**config.mk**
```make
export PLATFORM = sky130hd
export DESIGN_NAME = sensor_phase_ctrl
export DESIGN_NICKNAME = d
export VERILOG_FILES = /design/src/rtl/sensor_phase_pkg.sv /design/src/rtl/vsync_edge_sync.sv /design/src/rtl/sensor_phase_ctrl.sv
export SDC_FILE = /design/constraint.sdc
export NUM_CORES = 1
export LEC_CHECK = 0
export BUFFER_PORTS_ARGS = -buffer_cell sky130_fd_sc_hd__buf_2
export CAP_MARGIN = 25
export CORE_AREA = 3 3 99 125
export CTS_CLUSTER_SIZE = 16
export DETAILED_ROUTE_END_ITERATION = 8
export DIE_AREA = 0 0 102 128
export GPL_TIMING_DRIVEN = 1
export HOLD_SLACK_MARGIN = 0.02
export MAX_ROUTING_LAYER = met4
export SETUP_SLACK_MARGIN = 0.4
export SYNTH_ARGS = -nofsm -noshare
export SYNTH_HDL_FRONTEND = slang
export SYNTH_SLANG_ARGS = --single-unit
```
**constraint.sdc**
```tcl
create_clock -name clk -period 3.4 [get_ports clk]
set_clock_uncertainty 0.2 [all_clocks]
set_input_delay 0.68 -clock clk [delete_from_list [all_inputs] [get_ports clk]]
set_output_delay 0.68 -clock clk [all_outputs]
set_load 0.005 [all_outputs]
```
**src/rtl/sensor_phase_pkg.sv**
```systemverilog
// Shared types and constants for the dual-sensor vsync phase controller.
package sensor_phase_pkg;

    typedef enum logic [2:0] {
        IDLE       = 3'd0,
        WAIT_FIRST = 3'd1,
        MEASURE    = 3'd2,
        EVALUATE   = 3'd3
    } state_t;

    localparam logic CH0 = 1'b0;
    localparam logic CH1 = 1'b1;

endpackage

```
**src/rtl/vsync_edge_sync.sv**
```systemverilog
// Two-flop synchronizer for an asynchronous vsync pin followed by a registered
// rising-edge detector; pin edge to pulse is three clk cycles.
module vsync_edge_sync (
    input  logic clk,
    input  logic reset_n,
    input  logic vsync,
    output logic pulse
);

    logic sync_ff1;
    logic sync_ff2;
    logic sync_prev;

    always_ff @(posedge clk or negedge reset_n) begin
        if (!reset_n) begin
            sync_ff1  <= 1'b0;
            sync_ff2  <= 1'b0;
            sync_prev <= 1'b0;
            pulse     <= 1'b0;
        end else begin
            sync_ff1  <= vsync;
            sync_ff2  <= sync_ff1;
            sync_prev <= sync_ff2;
            pulse     <= sync_ff2 & ~sync_prev;
        end
    end

endmodule

```
**src/rtl/sensor_phase_ctrl.sv**
```systemverilog
// Measures frame-start skew between two sensors and requests a speed-up of the
// lagging sensor clock until both vsyncs align; reports lock and offset.
module sensor_phase_ctrl
    import sensor_phase_pkg::*;
#(
    parameter int CNT_W       = 24,
    parameter int TOL         = 64,
    parameter int REL         = 32,
    parameter int LOCK_FRAMES = 4
) (
    input  logic             clk,
    input  logic             reset_n,
    input  logic             enable,
    input  logic             vsync_0,
    input  logic             vsync_1,
    output logic             err_ch0,
    output logic             err_ch1,
    output logic             locked,
    output logic             lead_ch,
    output logic [CNT_W-1:0] offset,
    output logic             offset_valid,
    output state_t           fsm_state
);

    localparam int               LW       = $clog2(LOCK_FRAMES + 1);
    localparam logic [CNT_W-1:0] CNT_MAX  = '1;
    localparam logic [CNT_W-1:0] CNT_ONE  = CNT_W'(1);
    localparam logic [CNT_W-1:0] TOL_C    = CNT_W'(TOL);
    localparam logic [CNT_W-1:0] REL_C    = CNT_W'(REL);
    localparam logic [LW-1:0]    LOCK_MAX = LW'(LOCK_FRAMES);

    state_t           state;
    state_t           state_next;
    logic             r0;
    logic             r1;
    logic [CNT_W-1:0] cnt;
    logic [CNT_W-1:0] cnt_d;
    logic [CNT_W-1:0] offset_d;
    logic             lead_d;
    logic [LW-1:0]    lock_cnt;
    logic [LW-1:0]    lock_cnt_d;
    logic             correcting;
    logic             correcting_d;
    logic             corr_dir;
    logic             corr_dir_d;
    logic             err0_d;
    logic             err1_d;
    logic             locked_d;
    logic             valid_d;
    logic             lag_pulse;
    logic             lead_pulse;
    logic             go_eval;
    logic [CNT_W-1:0] meas_off;
    logic             meas_lag;
    logic [CNT_W-1:0] thr;

    vsync_edge_sync u_sync_0 (.clk(clk), .reset_n(reset_n), .vsync(vsync_0), .pulse(r0));
    vsync_edge_sync u_sync_1 (.clk(clk), .reset_n(reset_n), .vsync(vsync_1), .pulse(r1));

    assign fsm_state  = state;
    assign lag_pulse  = (lead_ch == CH0) ? r1 : r0;
    assign lead_pulse = (lead_ch == CH0) ? r0 : r1;
    assign go_eval    = enable && (((state == WAIT_FIRST) && r0 && r1) ||
                                   ((state == MEASURE) && lag_pulse));
    // A simultaneous pair in WAIT_FIRST is a zero-offset measurement led by ch0.
    assign meas_off   = (state == MEASURE) ? cnt : '0;
    assign meas_lag   = (state == MEASURE) ? ~lead_ch : CH1;
    // Tighter release threshold only while the same channel is already being sped up.
    assign thr        = (correcting && (corr_dir == meas_lag)) ? REL_C : TOL_C;

    always_ff @(posedge clk or negedge reset_n) begin
        if (!reset_n) state <= IDLE;
        else          state <= state_next;
    end

    always_comb begin
        state_next = state;
        if (!enable) begin
            state_next = IDLE;
        end else begin
            case (state)
                IDLE:       state_next = WAIT_FIRST;
                WAIT_FIRST: begin
                    if (r0 && r1)      state_next = EVALUATE;
                    else if (r0 || r1) state_next = MEASURE;
                end
                MEASURE: begin
                    if (lag_pulse)           state_next = EVALUATE;
                    else if (lead_pulse)     state_next = MEASURE;
                    else if (cnt == CNT_MAX) state_next = WAIT_FIRST;
                end
                EVALUATE:   state_next = WAIT_FIRST;
                default:    state_next = IDLE;
            endcase
        end
    end

    always_comb begin
        cnt_d        = cnt;
        offset_d     = offset;
        lead_d       = lead_ch;
        lock_cnt_d   = lock_cnt;
        correcting_d = correcting;
        corr_dir_d   = corr_dir;
        err0_d       = err_ch0;
        err1_d       = err_ch1;
        locked_d     = locked;
        valid_d      = 1'b0;
        if (!enable || state == IDLE) begin
            err0_d       = 1'b0;
            err1_d       = 1'b0;
            locked_d     = 1'b0;
            lock_cnt_d   = '0;
            correcting_d = 1'b0;
        end else begin
            case (state)
                WAIT_FIRST: begin
                    if (r0 ^ r1) begin
                        lead_d = r1 ? CH1 : CH0;
                        cnt_d  = CNT_ONE;
                    end
                end
                MEASURE: begin
                    if (!lag_pulse) begin
                        if (lead_pulse) begin
                            cnt_d      = CNT_ONE;
                            lock_cnt_d = '0;
                            locked_d   = 1'b0;
                        end else if (cnt == CNT_MAX) begin
                            lock_cnt_d = '0;
                            locked_d   = 1'b0;
                        end else begin
                            cnt_d = cnt + 1'b1;
                        end
                    end
                end
                default: ;
            endcase
            if (go_eval) begin
                valid_d  = 1'b1;
                offset_d = meas_off;
                lead_d   = ~meas_lag;
                if (meas_off <= thr) begin
                    err0_d       = 1'b0;
                    err1_d       = 1'b0;
                    correcting_d = 1'b0;
                    if (lock_cnt != LOCK_MAX) lock_cnt_d = lock_cnt + 1'b1;
                    locked_d = (lock_cnt_d == LOCK_MAX);
                end else begin
                    lock_cnt_d = '0;
                    locked_d   = 1'b0;
                    if (correcting && (corr_dir != meas_lag)) begin
                        // Direction flip: release first, the new side asserts next frame.
                        err0_d       = 1'b0;
                        err1_d       = 1'b0;
                        correcting_d = 1'b0;
                    end else begin
                        correcting_d = 1'b1;
                        corr_dir_d   = meas_lag;
                        err0_d       = (meas_lag == CH0);
                        err1_d       = (meas_lag == CH1);
                    end
                end
            end
        end
    end

    always_ff @(posedge clk or negedge reset_n) begin
        if (!reset_n) begin
            cnt          <= '0;
            offset       <= '0;
            lead_ch      <= CH0;
            lock_cnt     <= '0;
            correcting   <= 1'b0;
            corr_dir     <= CH0;
            err_ch0      <= 1'b0;
            err_ch1      <= 1'b0;
            locked       <= 1'b0;
            offset_valid <= 1'b0;
        end else begin
            cnt          <= cnt_d;
            offset       <= offset_d;
            lead_ch      <= lead_d;
            lock_cnt     <= lock_cnt_d;
            correcting   <= correcting_d;
            corr_dir     <= corr_dir_d;
            err_ch0      <= err0_d;
            err_ch1      <= err1_d;
            locked       <= locked_d;
            offset_valid <= valid_d;
        end
    end

endmodule
```
# Yosys cells after proc, flatten, opt, wreduce, memory -nomap -nowiden

Cells that the tools add are included.

Add/subtract/negate cells: 2
Order comparisons: 1
Eq/ne operators: 14
Multiplexer cells: 53
Bitwise operators: 10
Reductions and logical operators: 25

Operator list:

| operator                                      | number |
|---|---|
| two-way mux 24 bit                            | 5 |
| two-way mux 3 bit                             | 17 |
| case mux 24 bit (2 select lines)              | 1 |
| two-way mux 1 bit                             | 28 |
| adder 24 x 1 -> 24 bit, second input constant | 1 |
| == test 24 bit, second input constant         | 1 |
| <= comparator 24 x 7 -> 1 bit                 | 1 |
| case mux 3 bit (3 select lines)               | 1 |
| nonzero test 2 bit                            | 4 |
| logical AND 1 bit                             | 7 |
| two-way mux 7 bit                             | 1 |
| NOT 1 bit                                     | 7 |
| == test 3 x 2 -> 1 bit, second input constant | 2 |
| != test 3 bit, second input constant          | 2 |
| AND reduction 3 bit                           | 2 |
| != test 5 x 4 -> 1 bit, second input constant | 1 |
| AND reduction 5 bit                           | 1 |
| != test 4 x 2 -> 1 bit, second input constant | 1 |
| AND reduction 2 bit                           | 2 |
| AND reduction 4 bit                           | 1 |
| nonzero test 4 bit                            | 1 |
| adder 3 x 1 -> 3 bit, second input constant   | 1 |
| == test 3 x 1 -> 1 bit, second input constant | 1 |
| == test 3 bit, second input constant          | 1 |
| 12 further kinds                              | 15 |

Register bits after elaboration: 69
Input bits: 5
Logic and storage cells: 124

# Depth between registers and ports, before layout

Gate-level depths: netlist of run 1.

Depth after elaboration: 13
Depth in mapped cells: 12
Depth with buffers taken out: 11

# Modules after synthesis

A second synthesis of run 1 with hierarchy kept.

Cell total of the unflattened synthesis: 380
Area total of the unflattened synthesis: 3,579.7 µm²

By module, submodules not included:

| module            | instances | cells each | area each (µm²) | seq. area each (µm²) |
|---|---|---|---|---|
| sensor_phase_ctrl | 1         | 370        | 3,352.0         | 1,501.4 |
| vsync_edge_sync   | 2         | 5          | 113.9           | 100.1 |

# Worst setup path before layout of run 1

OpenSTA, ideal clock, no wires.

Path kind: reg2reg
From: register state[0] (netlist: fsm_state[0])
To: register corr_dir
Library setup time: 125 ps
Arrival: 2,658 ps
Required time: 3,075 ps
Slack: 417 ps
Stages on the path, launching flop included: 13
Buffers on the path: 3
Cells stage by stage: dfrtp_1 -> inv_1 -> ha_1 -> buf_2 -> clkbuf_1 -> clkbuf_1 -> nand2_1 -> ha_1 -> nand2_1 -> nor4_1 -> o221ai_1 -> nand3_1 -> mux2_2

Cells in the longest elaborated chain, start to end: 8
Elaborated cells between the ends (all ways): 21
Those cells by class: order compare (1); eq/ne (4); mux (3); bitwise (3); reduce/logical (10)

RTL lines:

| what                          | line                                                                      | source |
|---|---|---|
| start: declaration            | sensor_phase_ctrl.sv:32                                                   | `state_t state;` |
| start signal: assignment      | sensor_phase_ctrl.sv:73                                                   | `else state <= state_next;` |
| == test 3 x 2 -> 1 bit        | sensor_phase_ctrl.sv:64, sensor_phase_ctrl.sv:66, sensor_phase_ctrl.sv:67 |  |
| two-way mux 1 bit             | sensor_phase_ctrl.sv:67                                                   | `assign meas_lag = (state == MEASURE) ? ~lead_ch : CH1;` |
| == test 1 bit                 | sensor_phase_ctrl.sv:69                                                   | `assign thr = (correcting && (corr_dir == meas_lag)) ? REL_C : TOL_C;` |
| logical AND 1 bit             | sensor_phase_ctrl.sv:69                                                   |  |
| two-way mux 7 bit             | sensor_phase_ctrl.sv:69                                                   |  |
| <= comparator 24 x 7 -> 1 bit | sensor_phase_ctrl.sv:143                                                  | `if (meas_off <= thr) begin` |
| NOT 1 bit (no line)           | --                                                                        |  |
| AND reduction 4 bit (no line) | --                                                                        |  |
| end signal: assignment        | sensor_phase_ctrl.sv:186                                                  | `corr_dir <= corr_dir_d;` |
| end: declaration              | sensor_phase_ctrl.sv:44                                                   | `logic corr_dir;` |

Parallel ways exist; a longest one is shown, timed or not.
A chain may end at the register's enable or synchronous reset.

# Worst setup path after layout of run 1

Ends and elaborated chain as after synthesis.

==> results of run 1 <==
repair_timing:
action	4_1_cts	5_1_grt
gates resized for setup	0	2
endpoints found under the setup margin	0	4
hold endpoints to repair	0	0
path summary, 6_finish.rpt:
path | to | depth (start not counted) | slack, ns | start
setup / recovery | corr_dir | 11 | 0.62 | fsm_state[0]
hold / removal | u_sync_1.sync_ff1 | 2 | 0.14 | reset_n
max in group asynchronous | offset[15] | 2 | 2.54 | reset_n
setup reg to reg | corr_dir | 11 | 0.62 | fsm_state[0]
min in group clk | u_sync_1.sync_ff2 | 0 | 0.15 | u_sync_1.sync_ff1
hold reg to reg | u_sync_1.sync_ff2 | 0 | 0.15 | u_sync_1.sync_ff1
metrics by stage:
stage               total power (W)  setup WS (ns)  instances  utilization  hold slack (ns)
floorplan                   0.00111          0.417        386            -            0.131
global placement            0.00119          0.635        544        0.349            0.134
global route                0.00237          0.360        560        0.380            0.153
finish                      0.00227          0.623        560        0.380            0.142
detailed placement          0.00120          0.560        544        0.349            0.136
CTS                         0.00229          0.545        560        0.380            0.149
logic make-up after synthesis:
| family | share of synthesized area |
|---|---|
| compound gates | 0.167 |
| xor+xnor | 0.0220 |
| fa+ha+maj | 0.0350 |
| buf+inv | 0.0448 |
| flops | 0.476 |
| mux | 0.0294 |
| other cells | 0.00105 |
| simple gates | 0.225 |
report_power, final:
group	switching (W)	internal (W)	leakage [nW]
Combinational	0.000167	0.000104	0.795
Clock	0.000350	0.000735	0.169
Sequential	0.0000608	0.000850	0.924
sequential cells by signal (all words and copies together), names as in the netlist, 2 cells and up:
name and count:
offset 24, fsm_state 2, lock_cnt 3, cnt 24
worst max-delay path: stages (launching register included):
cell and delay [ns]:
dfrtp_1 0.39, inv_1 0.11, ha_1 0.17, nand2_1 0.13, xor2_2 0.23, nor2b_1 0.08
ha_1 0.28, nand2_1 0.07, nor4_1 0.22, o221ai_1 0.23, nand3_1 0.21, mux2_2 0.35
layer usage:
| metal | wire [um] | vias to the layer above |
|---|---|---|
| met5 | 0 | - |
| met4 | 261 | 0 |
| met3 | 317 | 23 |
| met2 | 4050 | 74 |
| met1 | 3750 | 1417 |
| li1 | - | 1440 |
cell usage after synthesis, types with 2 or more instances:
cell / number / share of area
nor2b_1: 6 / 0.010
a31oi_1: 4 / 0.0070
nor3_1: 4 / 0.0056
inv_1: 15 / 0.016
nand3_1: 15 / 0.021
xnor2_1: 8 / 0.020
nor4_1: 11 / 0.019
and3_1: 3 / 0.0052
buf_2: 3 / 0.0042
dfrtp_1: 68 / 0.48
a211oi_1: 5 / 0.010
o31ai_1: 7 / 0.015
mux2i_1: 6 / 0.017
or3_1: 2 / 0.0035
a21o_1: 2 / 0.0042
nor2_1: 22 / 0.023
o21ai_0: 32 / 0.045
buf_4: 2 / 0.0042
and2_1: 2 / 0.0035
nand2_1: 76 / 0.080
nand4_1: 7 / 0.012
a32o_1: 4 / 0.011
or2_2: 3 / 0.0052
mux2_2: 3 / 0.0094
clkbuf_1: 13 / 0.014
a21oi_1: 9 / 0.013
clkbuf_2: 2 / 0.0028
ha_1: 10 / 0.035
o211ai_1: 7 / 0.015
or4_1: 7 / 0.015
and4_1: 2 / 0.0049
nand2b_1: 3 / 0.0052
layout make-up:
type                       count  area share
clock buffer                  10      0.0561
clock inverter                 6      0.0262
multi-input combinational    281       0.404
inverter                      16      0.0141
tap                          135      0.0397
sequential                    68       0.400
timing repair buffer          44      0.0599
==> results.json, run 1 <==
{
  "hold_class": "input port to asynchronous set/reset pin",
  "layout-drive-gt1-share": 0.174,
  "wire_per_inst_um": 15.0,
  "remaining_drc_errors": 0,
  "synth-async-reset-ratio": 1.00,
  "crit_fanout": 4,
  "ant_nets": 0,
  "use_met1": 0.168,
  "antenna_found_initial": 0,
  "track_usage": 0.138,
  "area_growth_pct": 19.1,
  "grt_pass1_vias": 2914,
  "cts.sinks": 68,
  "synth_area_um2": 3580,
  "outcome": "completed",
  "slew_headroom": 0.385,
  "critical_path_class": "register to register",
  "nFillCells": 1118,
  "worstPathArrival_ns": 2.80,
  "post_cts_buffers": 0,
  "synth_edf_count": 0,
  "grtUsageMet3": 0.0299,
  "cp.required_ns": 3.42,
  "post-route-min-period_ns": 2.78,
  "rsz0062_at_grt": "yes",
  "firstDrtPassIters": 4,
  "cts_buffer_depth": 2,
  "drv_slew": 0,
  "ioPinCount": 37,
  "power_density_nw_per_um2": 532,
  "first_iter_violations": 138,
  "clock.fmax_ghz": 0.360,
  "htree_levels": 3,
  "cts_tree": "done",
  "dp_hpwl_mm": 5.87,
  "wl_mm": 8.38,
  "grt_pass1_wl_mm": 14.0,
  "port_buffers": 35,
  "yosys_warnings": 0,
  "endpoint_kind": "register",
  "ys_seq_area_frac": 0.476,
  "regArea_um2": 1700,
  "grt_max_degree": 69,
  "die_h_um": 128,
  "hold_viol": 0,
  "synth.distinct_cells": 55,
  "die_w_um": 102,
  "nNetsFinal": 435,
  "setup_viol": 0,
  "leakagePower_nw": 1.89,
  "startpoint_type": "register",
  "synth-seq-cells": 68,
  "layout_commonest_cell": "nand2_1",
  "place_congestion": 0.869,
  "cts_hold_buffers": 0,
  "start_util": 0.320,
  "ir_worst_vdd_mv": 0.233,
  "dieArea_um2": 13100,
  "synth_flop_cell": "dfrtp_1",
  "finalInstanceArea_um2": 4260,
  "multi_input_area_um2": 1720,
  "fin_setup_tns_ns": 0,
  "rows": 43,
  "fp.coreArea_um2": 11200,
  "viasPerCell": 5.28,
  "antenna_cells": 0,
  "period_share": 0.817,
  "use_met2": 0.212,
  "syn-num-nets": 401,
  "worst_slew_pin_slew_ns": 0.914,
  "gr-total-overflow": 0,
  "cts_root_buffer": "clkbuf_16",
  "cts_buffers": 9,
  "global_route.peak_usage_layer": "met2",
  "syn-mean-instance-area_um2": 9.26,
  "dpl_cell_area_um2": 3900,
  "layout_common_cells": "nand2_1, dfrtp_1, buf_2",
  "clk_pin_slew_ns": 0.06,
  "num_vias": 2954,
  "drv_cap": 0,
  "clkLatencyLatePin_ns": 0.34,
  "synth_cells": 386
}
Power figures use the tool's default switching activity.
==> run 2, diff against run 1 <==
Clock period 3.4 ns to 2.7 ns, I/O delays scaled along.
==> run 2 against run 1 <==
Power rose by 29%. Count of clock-buffer cells in the layout did not move. Non-clock buffer count rose by 48. Critical path depth fell by 1. Worst hold slack got worse by 0.11 ns. Cell area rose by 19%. First-iteration DRC count rose by 80%. Via count rose by 9.5%. Core utilization rose by 7.4 points. Fmax rose by 11%. Critical path type unchanged. Critical endpoint unchanged. Largest power group unchanged.
==> results.json, run 2 (same netlist as run 1, synthesis figures left out) <==
{
  "cts_buffers": 9,
  "wire_per_inst_um": 16.1,
  "drv_slew": 0,
  "worst_path_dominant_cell_family": "simple AND/OR/NAND/NOR gates",
  "layout_common_cells": "nand2_1, dfrtp_1, buf_4",
  "nNetsFinal": 483,
  "antenna_found_initial": 0,
  "start_util": 0.320,
  "worst_r2r_path_depth": 10,
  "htree_levels": 3,
  "period_share": 0.927,
  "dp_cells": 554,
  "critPathSlowestCell": "dfrtp_2",
  "power_density_nw_per_um2": 577,
  "outcome": "completed",
  "worstPathArrival_ns": 2.52,
  "reg2reg_slack_ns": 0.20,
  "clk_pin_slew_ns": 0.05,
  "use_met2": 0.252,
  "cts_buffer_depth": 2,
  "finalNonFillerCells": 607,
  "cts_root_buffer": "clkbuf_16",
  "post-route-min-period_ns": 2.50,
  "area_growth_pct": 42.2,
  "grt_pass1_vias": 3129,
  "hold_viol": 0,
  "drv_cap": 0,
  "reg.largest.list": "cnt x24, offset x24, lock_cnt x3",
  "leakagePower_nw": 2.15,
  "slowest_delay_ns": 0.43,
  "dieArea_um2": 13100,
  "die_w_um": 102,
  "place_congestion": 0.876,
  "worst_slew_pin_slew_ns": 0.647,
  "global_route.peak_usage_layer": "met2",
  "switching_share": 0.284,
  "cp.required_ns": 2.71,
  "reg2reg_from": "fsm_state[1]",
  "port_buffers": 35,
  "first_iter_violations": 249,
  "cts.sinks": 68,
  "cp.buffers_inverters": 0,
  "rows": 43,
  "setup_viol": 0,
  "endpoint_kind": "register",
  "layout-drive-gt1-share": 0.381,
  "use_met1": 0.184,
  "track_usage": 0.153,
  "critical_path_class": "register to register",
  "regToRegEndpoint": "corr_dir",
  "fin_setup_tns_ns": 0,
  "grtUsageMet3": 0.0267,
  "num_vias": 3236,
  "ir_worst_vdd_mv": 0.269,
  "antenna_cells": 0,
  "power.internal_w": 0.00210,
  "power.switching_w": 0.000833,
  "firstDrtPassIters": 5,
  "ioPinCount": 37,
  "clkLatencyLatePin_ns": 0.34,
  "crit_path_cell_trace": "ha_4 -> nand2_4 -> xor2_4 -> nor2b_2 -> ha_1 -> nand2_2 -> nor4_4 -> o221ai_4 -> nand3_2 -> mux2_4",
  "rsz0062_at_grt": "yes",
  "clockPowerShare": 0.393,
  "layout_commonest_cell": "nand2_1",
  "fp.coreArea_um2": 11200,
  "remaining_drc_errors": 0,
  "pwr-share-comb": 0.220,
  "crit_fanout": 4,
  "hold_class": "input port to asynchronous set/reset pin",
  "clock.fmax_ghz": 0.400,
  "ant_nets": 0,
  "grt_pass1_wl_mm": 15.5,
  "startpoint_type": "register",
  "viasPerCell": 5.33,
  "gr-total-overflow": 0,
  "p_seq_frac": 0.387,
  "die_h_um": 128,
  "slew_headroom": 0.568,
  "wl_mm": 9.80,
  "dp_hpwl_mm": 6.15,
  "grt_max_degree": 50,
  "cts_tree": "done"
}
[run 2: changes by cell type in the layout (fill, tap and decap cells not counted), moves of 5 or more]
cell	delta
o21ai_0	-5
dfrtp_2	+8
buf_4	+38
ha_1	-6
dfrtp_1	-8
nor4_4	+5
ha_4	+6
buf_6	+5
nor4_1	-7
[run 2: what timing repair did]
action | 4_1_cts | 5_1_grt
resized for setup | 30 | 59
hold buffers | 0 | 0
hold endpoints to repair | 0 | 0
endpoints found under the setup margin | 32 | 43
buffers inserted | 16 | 20
cloned | 1 | 1
pin swaps | 11 | 16
[run 2: worst max-delay path by stage]
stage                          end  cells past startpoint  slack (ns)         start
after floorplan           corr_dir                     12        0.20  fsm_state[0]
after global placement    corr_dir                     11        0.11  fsm_state[0]
after detailed placement  corr_dir                     11        0.03  fsm_state[0]
after CTS                 corr_dir                     10        0.25  fsm_state[1]
after global routing      corr_dir                     11        0.06  fsm_state[0]
final                     corr_dir                     10        0.20  fsm_state[1]
[run 2: metrics by stage]
| stage | util | setup WS [ns] | hold WS, ns | area, um^2 | total power (W) |
|---|---|---|---|---|---|
| 2_1_floorplan | - | 0.203 | 0.0444 | 3720 | 0.00144 |
| 3_5_place_dp | 0.365 | 0.0326 | 0.136 | 4090 | 0.00158 |
| 6_report | 0.454 | 0.197 | 0.0348 | 5080 | 0.00293 |
| 4_1_cts | 0.415 | 0.255 | 0.0495 | 4650 | 0.00283 |
| 5_1_grt | 0.454 | 0.0595 | 0.0750 | 5080 | 0.00308 |
| 3_3_place_gp | 0.365 | 0.108 | 0.135 | 4090 | 0.00156 |
[run 2: routing by layer]
| layer | vias to the layer above | wire length [um] |
|---|---|---|
| met2 | 112 | 5010 |
| met1 | 1550 | 3980 |
| li1 | 1540 | - |
| met5 | - | 0 |
| met4 | 0 | 330 |
| met3 | 34 | 477 |
[run 2: area by class of cell]
type / instances / area (um^2)
clock buffers: 10 / 239
fillers: 997 / 6110
repair buffers: 92 / 697
clock inverters: 5 / 52.6
flip-flops and latches: 68 / 1710
multi-input cells: 281 / 2150
inverters: 16 / 63.8
well taps: 135 / 169
[run 2: power by group through the flow]
stage | Combinational [W] | Clock (W) | Sequential (W)
final | 0.000646 | 0.00115 | 0.00114
after CTS | 0.000523 | 0.00118 | 0.00113
after detailed placement | 0.000424 | 0 | 0.00115
after global routing | 0.000711 | 0.00123 | 0.00114
after global placement | 0.000411 | 0 | 0.00115
after floorplan | 0.000302 | 0 | 0.00113
==> run 3, diff against run 2 <==
Settings changed: PLACE_DENSITY from default to 0.59.
==> run 3 against run 2 <==
Fmax is 1.6% higher. Worst setup slack better by 0.038 ns. Highest routed layer unchanged. Register-to-register slack better by 0.04 ns. Power is 2.4% higher. Sequential cell count stayed put. Count of clock-buffer cells in the layout is 1 lower. Sequential share of layout area is 0.23 points higher. Via count is 2.8% lower. Die area stayed put. Clock power is 10% higher. Sequential power hardly changed.
==> results.json, run 3 (same netlist as run 1, synthesis figures left out) <==
{
  "dp_hpwl_mm": 6.25,
  "cts_root_buffer": "clkbuf_16",
  "endpoint_kind": "register",
  "power_density_nw_per_um2": 598,
  "outcome": "completed",
  "worstPathArrival_ns": 2.48,
  "leakagePower_nw": 2.19,
  "track_usage": 0.151,
  "clock.fmax_ghz": 0.406,
  "gr-total-overflow": 0,
  "worst_slew_pin_slew_ns": 0.577,
  "cts_buffers": 9,
  "ir_worst_vdd_mv": 0.251,
  "die_h_um": 128,
  "cts_buffer_depth": 2,
  "cts.sinks": 68,
  "switching_share": 0.278,
  "setup_viol": 0,
  "die_w_um": 102,
  "clockPowerShare": 0.422,
  "layout_commonest_cell": "nand2_1",
  "power.switching_w": 0.000836,
  "port_buffers": 35,
  "antenna_found_initial": 0,
  "antenna_cells": 0,
  "firstDrtPassIters": 4,
  "ant_nets": 0,
  "clkLatencyLatePin_ns": 0.34,
  "wire_per_inst_um": 15.7,
  "power.internal_w": 0.00217,
  "nNetsFinal": 480,
  "p_seq_frac": 0.379,
  "remaining_drc_errors": 0,
  "period_share": 0.913,
  "area_growth_pct": 40.6,
  "critical_path_class": "register to register",
  "num_vias": 3144,
  "finalNonFillerCells": 605,
  "layout_common_cells": "nand2_1, dfrtp_1, buf_4",
  "grt_pass1_wl_mm": 15.2,
  "drv_slew": 0,
  "layout-drive-gt1-share": 0.345,
  "pwr-share-comb": 0.199,
  "drv_cap": 0,
  "holdWs_ns": 0.116,
  "viasPerCell": 5.20,
  "ioPinCount": 37,
  "first_iter_violations": 234,
  "final_core_util": 0.449,
  "start_util": 0.320,
  "nFillCells": 1047,
  "wl_mm": 9.50,
  "rsz0062_at_grt": "yes",
  "fp.coreArea_um2": 11200,
  "clk_pin_slew_ns": 0.06,
  "rows": 43,
  "hold_class": "input port to register",
  "fin_setup_tns_ns": 0,
  "post-route-min-period_ns": 2.46,
  "cp.required_ns": 2.72,
  "reg.largest.list": "cnt x24, offset x24, lock_cnt x3",
  "slew_headroom": 0.612,
  "dieArea_um2": 13100,
  "grt_pass1_vias": 3158,
  "startpoint_type": "register",
  "htree_levels": 3,
  "place_congestion": 0.890,
  "cts_tree": "done",
  "grt_max_degree": 50,
  "hold_viol": 0,
  "dp_cells": 558,
  "crit_fanout": 12
}
[run 3: layout make-up]
class,instances,area (um^2),area share
multi-input cells,281,2070,0.411
flip-flops and latches,68,1700,0.339
repair buffers,89,694,0.138
clock buffers,9,225,0.0448
well taps,135,169,0.0336
clock inverters,7,100,0.0199
inverters,16,66.3,0.0132
[run 3: final timing paths]
check                      slack (ns)                end              start  cells past startpoint
max reg2reg                      0.24           corr_dir       fsm_state[1]                      9
min reg2reg                      0.15  u_sync_0.sync_ff2  u_sync_0.sync_ff1                      0
max                              0.24           corr_dir       fsm_state[1]                      9
max in group asynchronous        1.09            cnt[21]            reset_n                      3
min in group asynchronous        0.49            err_ch1            reset_n                      2
min                              0.12  u_sync_0.sync_ff1            vsync_0                      1
[run 3: timing repair]
action | in CTS | in global routing
endpoints found under the hold margin | 18 | 0
pin swaps | 12 | 7
gates cloned | 0 | 3
buffers inserted | 19 | 8
hold buffers | 1 | 0
resized for setup | 26 | 41
setup endpoints to repair | 30 | 40
[run 3: layer usage]
metal | wire length [um] | vias up | part of all wire | track usage
met2 | 4840 | 72 | 0.51 | 0.233
li1 | - | 1535 | - | -
met1 | 4160 | 1524 | 0.44 | 0.187
met4 | 163 | 0 | 0.017 | 0.0695
met5 | 0 | - | 0 | -
met3 | 346 | 13 | 0.036 | 0.0343
[run 3: critical path, stage by stage (launching register included)]
cell and delay [ns]:
dfrtp_2 0.42, ha_4 0.18, buf_8 0.15, and2_4 0.17, ha_1 0.30, nand2_2 0.09
nor4_4 0.21, o221ai_4 0.20, nand3_4 0.14, mux2_4 0.30
[run 3: stage by stage]
step,cell area (um^2),power [W],setup slack (ns)
2_1_floorplan,3720,0.00144,0.203
3_3_place_gp,4100,0.00156,0.108
3_5_place_dp,4100,0.00157,0.0181
4_1_cts,4690,0.00294,0.230
5_1_grt,5030,0.00315,0.126
6_report,5030,0.00300,0.236
[run 3: power by group through the flow]
stage	combinational (W)	sequential (W)	clock, W
after floorplan	0.000302	0.00113	0
final	0.000598	0.00114	0.00127
after global placement	0.000419	0.00115	0
after detailed placement	0.000423	0.00115	0
after global routing	0.000661	0.00114	0.00135
after CTS	0.000509	0.00113	0.00130
